===== src/rtl/mul_sequencer_if.sv =====
// Handshake and operand/result bundle for the sequential multiplier.
// The master drives the request; the slave returns status and the product.
interface mul_sequencer_if #(
  parameter int WIDTH = 16
);
  logic             start;
  logic [WIDTH-1:0] X;
  logic [WIDTH-1:0] Y;
  logic             busy;
  logic             done;
  logic [WIDTH-1:0] R1;
  logic             Overflow;

  modport master (
    output start,
    output X,
    output Y,
    input  busy,
    input  done,
    input  R1,
    input  Overflow
  );

  modport slave (
    input  start,
    input  X,
    input  Y,
    output busy,
    output done,
    output R1,
    output Overflow
  );
endinterface


===== src/rtl/mul_sequencer.sv =====
// Shift-and-add unsigned multiplier.
// Processes one multiplier bit per cycle into a double-width accumulator.
module mul_sequencer #(
  parameter int WIDTH = 16
) (
  input  logic             clk,
  input  logic             rst_n,
  mul_sequencer_if.slave   bus
);

  localparam int CW = $clog2(WIDTH + 1);
  localparam logic [CW-1:0] LAST = CW'(WIDTH - 1);

  typedef enum logic [1:0] {
    S_IDLE,
    S_RUN,
    S_DONE
  } state_t;

  state_t r_state;
  state_t w_next;

  logic [2*WIDTH-1:0] r_acc;
  logic [2*WIDTH-1:0] r_mcand;
  logic [2*WIDTH-1:0] w_acc_add;
  logic [WIDTH-1:0]   r_mplier;
  logic [WIDTH-1:0]   r_r1;
  logic [CW-1:0]      r_cnt;
  logic               r_ovf;
  logic               w_accept;
  logic               w_last;
  logic               w_run;

  always_ff @(posedge clk) begin
    if (!rst_n) begin
      r_state <= S_IDLE;
    end else begin
      r_state <= w_next;
    end
  end

  always_comb begin
    w_next   = r_state;
    w_accept = 1'b0;
    w_last   = 1'b0;
    w_run    = 1'b0;
    unique case (r_state)
      S_IDLE: begin
        if (bus.start) begin
          w_accept = 1'b1;
          w_next   = S_RUN;
        end
      end
      S_RUN: begin
        w_run  = 1'b1;
        w_last = (r_cnt == LAST);
        if (w_last) begin
          w_next = S_DONE;
        end
      end
      S_DONE: begin
        w_next = S_IDLE;
      end
      default: begin
        w_next = S_IDLE;
      end
    endcase
  end

  // Multiplicand shifts left, multiplier right: bit i meets X << i.
  assign w_acc_add = r_mplier[0] ? (r_acc + r_mcand) : r_acc;

  always_ff @(posedge clk) begin
    if (!rst_n) begin
      r_acc    <= '0;
      r_mcand  <= '0;
      r_mplier <= '0;
      r_cnt    <= '0;
      r_r1     <= '0;
      r_ovf    <= 1'b0;
    end else if (w_accept) begin
      r_acc    <= '0;
      r_mcand  <= {{WIDTH{1'b0}}, bus.X};
      r_mplier <= bus.Y;
      r_cnt    <= '0;
    end else if (w_run) begin
      r_acc    <= w_acc_add;
      r_mcand  <= r_mcand << 1;
      r_mplier <= r_mplier >> 1;
      r_cnt    <= r_cnt + CW'(1);
      if (w_last) begin
        r_r1  <= w_acc_add[WIDTH-1:0];
        r_ovf <= |w_acc_add[2*WIDTH-1:WIDTH];
      end
    end
  end

  assign bus.busy     = (r_state == S_RUN);
  assign bus.done     = (r_state == S_DONE);
  assign bus.R1       = r_r1;
  assign bus.Overflow = r_ovf;

endmodule


===== src/flat_wrapper.sv =====
// flat-port wrapper written by rule: the top's interface ports become plain ports
module mul_sequencer_flat 
#(
  parameter int WIDTH = 16
)
  (clk, rst_n, bus_start, bus_X, bus_Y, bus_busy, bus_done, bus_R1, bus_Overflow);
  mul_sequencer_if #(.WIDTH(WIDTH)) bus_i ();
  input  logic clk;
  input  logic rst_n;
  input wire logic [$bits(bus_i.start)-1:0] bus_start;
  input wire logic [$bits(bus_i.X)-1:0] bus_X;
  input wire logic [$bits(bus_i.Y)-1:0] bus_Y;
  output wire logic [$bits(bus_i.busy)-1:0] bus_busy;
  output wire logic [$bits(bus_i.done)-1:0] bus_done;
  output wire logic [$bits(bus_i.R1)-1:0] bus_R1;
  output wire logic [$bits(bus_i.Overflow)-1:0] bus_Overflow;
  assign bus_i.start = bus_start;
  assign bus_i.X = bus_X;
  assign bus_i.Y = bus_Y;
  assign bus_busy = bus_i.busy;
  assign bus_done = bus_i.done;
  assign bus_R1 = bus_i.R1;
  assign bus_Overflow = bus_i.Overflow;
  mul_sequencer #(.WIDTH(WIDTH)) u_core (.clk(clk), .rst_n(rst_n), .bus(bus_i));
endmodule

===== config.mk =====
export PLATFORM = sky130hd
export DESIGN_NAME = mul_sequencer_flat
export DESIGN_NICKNAME = d
export VERILOG_FILES = /design/src/rtl/mul_sequencer_if.sv /design/src/rtl/mul_sequencer.sv /design/src/flat_wrapper.sv
export SDC_FILE = /design/constraint.sdc
export NUM_CORES = 1
export LEC_CHECK = 0
export CAP_MARGIN = 10
export CORE_MARGIN = 2
export CORE_UTILIZATION = 45
export DETAILED_ROUTE_END_ITERATION = 10
export PLACE_DENSITY = 0.66
export SLEW_MARGIN = 20
export SYNTH_ARGS = -nofsm -noshare
export SYNTH_HDL_FRONTEND = slang
export SYNTH_SLANG_ARGS = --single-unit

===== constraint.sdc =====
create_clock -name clk -period 6.4 [get_ports clk]
set_input_delay 1.6 -clock clk [delete_from_list [all_inputs] [get_ports clk]]
set_output_delay 1.6 -clock clk [all_outputs]
set_load 0.05 [all_outputs]

==> results.md <==
- Status: completed
- RSZ-0062 raised after global routing: false
- Slew Viols, Final: 0
- Vias/cell: about 6
- Type of origin of the critical path: flip-flop
- Antenna violations before repair: 0
- Synth area leader: dfxtp_1
- Final setup violation count: 0
- Setup crit end kind: output port
- Hold depth: 2
- H-tree Lvls: 3
- Reg2Reg Depth: 8
- Clock Tree Buf Depth: 2
- Asr flop ratio synth: 0
- Vias in the first global route: around 5300
- Actual slew at the worst max-slew pin: slightly above 1 ns
- Critical Path, Cell by Cell: nand2b_1, inv_2, clkdlybuf4s50_1
- Clk slew on worst S/H paths: 0.07 ns
- Core ar.: 13300 um^2
- Area Growth Syn to Fin: 12.7%
- Final HPWL DP: around 11 mm
- Post-synth EDFFs: 0
- Leak: about 2.7 nW
- Max-cap violations: 0
- Relative slew slack: 0.322
- Crit path DAT: about 2.3 ns
- Cell area after synthesis: slightly above 6000 um^2
- TritonCTS clock tree: yes
- Layout cells sized above 1: 0.0456
- Period utilization: 0.611
- Hold crit path type: flip-flop to flip-flop
- Final WL: 15.9 mm
- Largest net degree at the start of global routing: 95
- Compound-Gate Fraction of Synth Area: 0.276
- Syn Inst Count: approximately 770
- Post-Place Cells: 950
- First-pass GRT wire length: around 26 mm
- Period minus WS final: slightly below 4 ns
- Critical path's largest stage delay: 0.87 ns
- Clock Sinks: between 100 and 150
- Row count: 42
- Fmax: ~260 MHz
- CTS buffer count: 9
- Pwr Density: ~200 nW/um^2
- DRC: 0
- Setup Fix Bufs, Post-CTS: 0
- Avg Synthesized Cell Area: approximately 8.1 um^2
- Yosys warning count: 0
- Adder-cell share of the synthesized area: 0.0698
- Die ar.: between 10000 and 15000 um^2
- Non-Filler Instances: approximately 970
- Fin. Hold Viols: 0
- Antenna Nets Post-Route: 0
- All-Layer GR Usage: 0.223
- Largest family of logic cells by synthesized area: compound AO/OA/AOI/OAI gates
- CTS root buf: clkbuf_16
- Setup_tns: 0 ns
- Total power: 1.40 mW
- Ys flop type: dfxtp_1
- Grt total ovfl: 0
- Top post-synthesis cells by area: dfxtp_1 34%, nand2_1 8.1%, ha_1 6.7%
- Final core utilization: 0.524
- Clk_lat worst skew: approximately 0.35 ns
- Initial core utilization: 0.464
- DR WL/cell: between 15 and 20 um
- ANT cells: 0
- Yosys top cell area share: 0.336
- Initial DRC Count: ~400
- Setup slack after layout: roughly 2.5 ns
- Die H: 121 um
- Setup Crit Path Kind: flip-flop to output port
- Xor/xnor cell area share of the yosys netlist: 0.0367
- Yosys cell types: 72
- Register area share after synthesis: 0.336
- Synth cell count leaders: 134 x nand2_1, 104 x dfxtp_1, 76 x a21oi_1
- Yosys reg bits: 104
- Mux contribution to synthesized area: 0.0258
- CP required: between 4 and 5 ns
- Nets: ~850
- Die width: about 120 um
- Port Buf Inserts: 53
- Post-CTS Hold Fix Bufs: 0
- Via count: ~5600
- Gpl congestion: about 0.9
- Most frequent cell after synthesis: nand2_1
- Final Skew: ~0.007 ns
- Worst Path Max Fanout: 25
- I/O pins: 54
- Post-synthesis simple-gate area fraction: 0.201
- Pre-CTS setup slack: 2.57 ns
- # resized after CTS: 0
- Crit-path slowest cell: clkdlybuf4s50_1
- Syn nets: 836
- First drt pass iteration count: 5
- Worst IR drop on VDD: about 0.00019 V
## path summary, 6_finish.rpt
check | end | startpoint | slack [ns]
min | u_core.r_mplier[5]$_SDFFE_PN0P_ | u_core.r_mplier[5]$_SDFFE_PN0P_ | 0.47
max | bus_busy | u_core.r_state[1]$_SDFFE_PN0P_ | 2.49
min reg2reg | u_core.r_mplier[5]$_SDFFE_PN0P_ | u_core.r_mplier[5]$_SDFFE_PN0P_ | 0.47
max reg2reg | u_core.bus.Overflow$_SDFFE_PN0P_ | u_core.r_state[1]$_SDFFE_PN0P_ | 2.58
## metal layers
layer / global-route usage / vias up / wire length, um
li1: - / 2816 / -
met1: 0.321 / 2641 / 7810
met2: 0.340 / 149 / 6970
met3: 0.0423 / 24 / 759
met4: 0.0611 / 0 / 326
met5: 0 / - / 0
## critical path, delay by kind of cell (launching register included)
kind	cells	cell delay, ns
DFF	1	0.33
buffers and inverters	2	1.05
and+or+nand+nor	1	0.58
## report_power, final
| group | internal, mW | leakage (nW) | switching [mW] |
|---|---|---|---|
| sequential | 0.668 | 0.845 | 0.0229 |
| clock | 0.270 | 0.135 | 0.260 |
| combinational | 0.0740 | 1.72 | 0.109 |
## layout by cell type (no fill, tap or decap), types with 4 or more instances in the layout
| master | n |
|---|---|
| o211ai_1 | 4 |
| a21boi_0 | 33 |
| buf_4 | 5 |
| nand4_1 | 13 |
| mux2i_1 | 16 |
| nand3_1 | 17 |
| xnor2_1 | 15 |
| a22oi_1 | 33 |
| nand2_1 | 134 |
| and3_1 | 6 |
| o21ai_1 | 8 |
| o211a_1 | 15 |
| nor2_1 | 53 |
| a211oi_1 | 21 |
| clkdlybuf4s50_1 | 53 |
| inv_1 | 13 |
| ha_1 | 33 |
| a21oi_1 | 76 |
| nor3_1 | 10 |
| nand2b_1 | 5 |
| dfxtp_1 | 104 |
| a21o_1 | 7 |
| o21ai_0 | 21 |
| clkbuf_16 | 9 |
| xor2_1 | 11 |
| nor2b_1 | 4 |
## cell type report
| type | instances | area [um^2] |
|---|---|---|
| flip-flops and latches | 104 | 2080 |
| clock inverters | 6 | 50.0 |
| inverters | 15 | 56.3 |
| clock buffers | 10 | 229 |
| fillers | 1346 | 6360 |
| well taps | 176 | 220 |
| multi-input cells | 597 | 3780 |
| repair buffers | 58 | 568 |
## registers in the layout, indices dropped and copies added, names as in the netlist
register / count
u_core.bus.Overflow: 1
u_core.r_state: 2
u_core.r_cnt: 5
u_core.r_mplier: 16
u_core.r_mcand: 32
u_core.bus.R1: 16
u_core.r_acc: 32
## kinds of logic (layout without fill, tap and decap cells)
family / after synthesis / in the layout
and+or+nand+nor: 272 / 272
AOI/OAI and AO/OA: 249 / 249
DFF: 104 / 104
buffers and inverters: 66 / 89
adders and majority gates: 34 / 34
xor gates and xnor gates: 26 / 26
muxes: 16 / 16
## per-stage QoR
stage                     instance area, um^2  hold WS [ns]
after floorplan                          6200         0.443
after global placement                   6700         0.454
after detailed placement                 6700         0.461
after CTS                                6980         0.471
after global routing                     6990         0.487
final                                    6990         0.466
(Power assumes the default switching activity.)
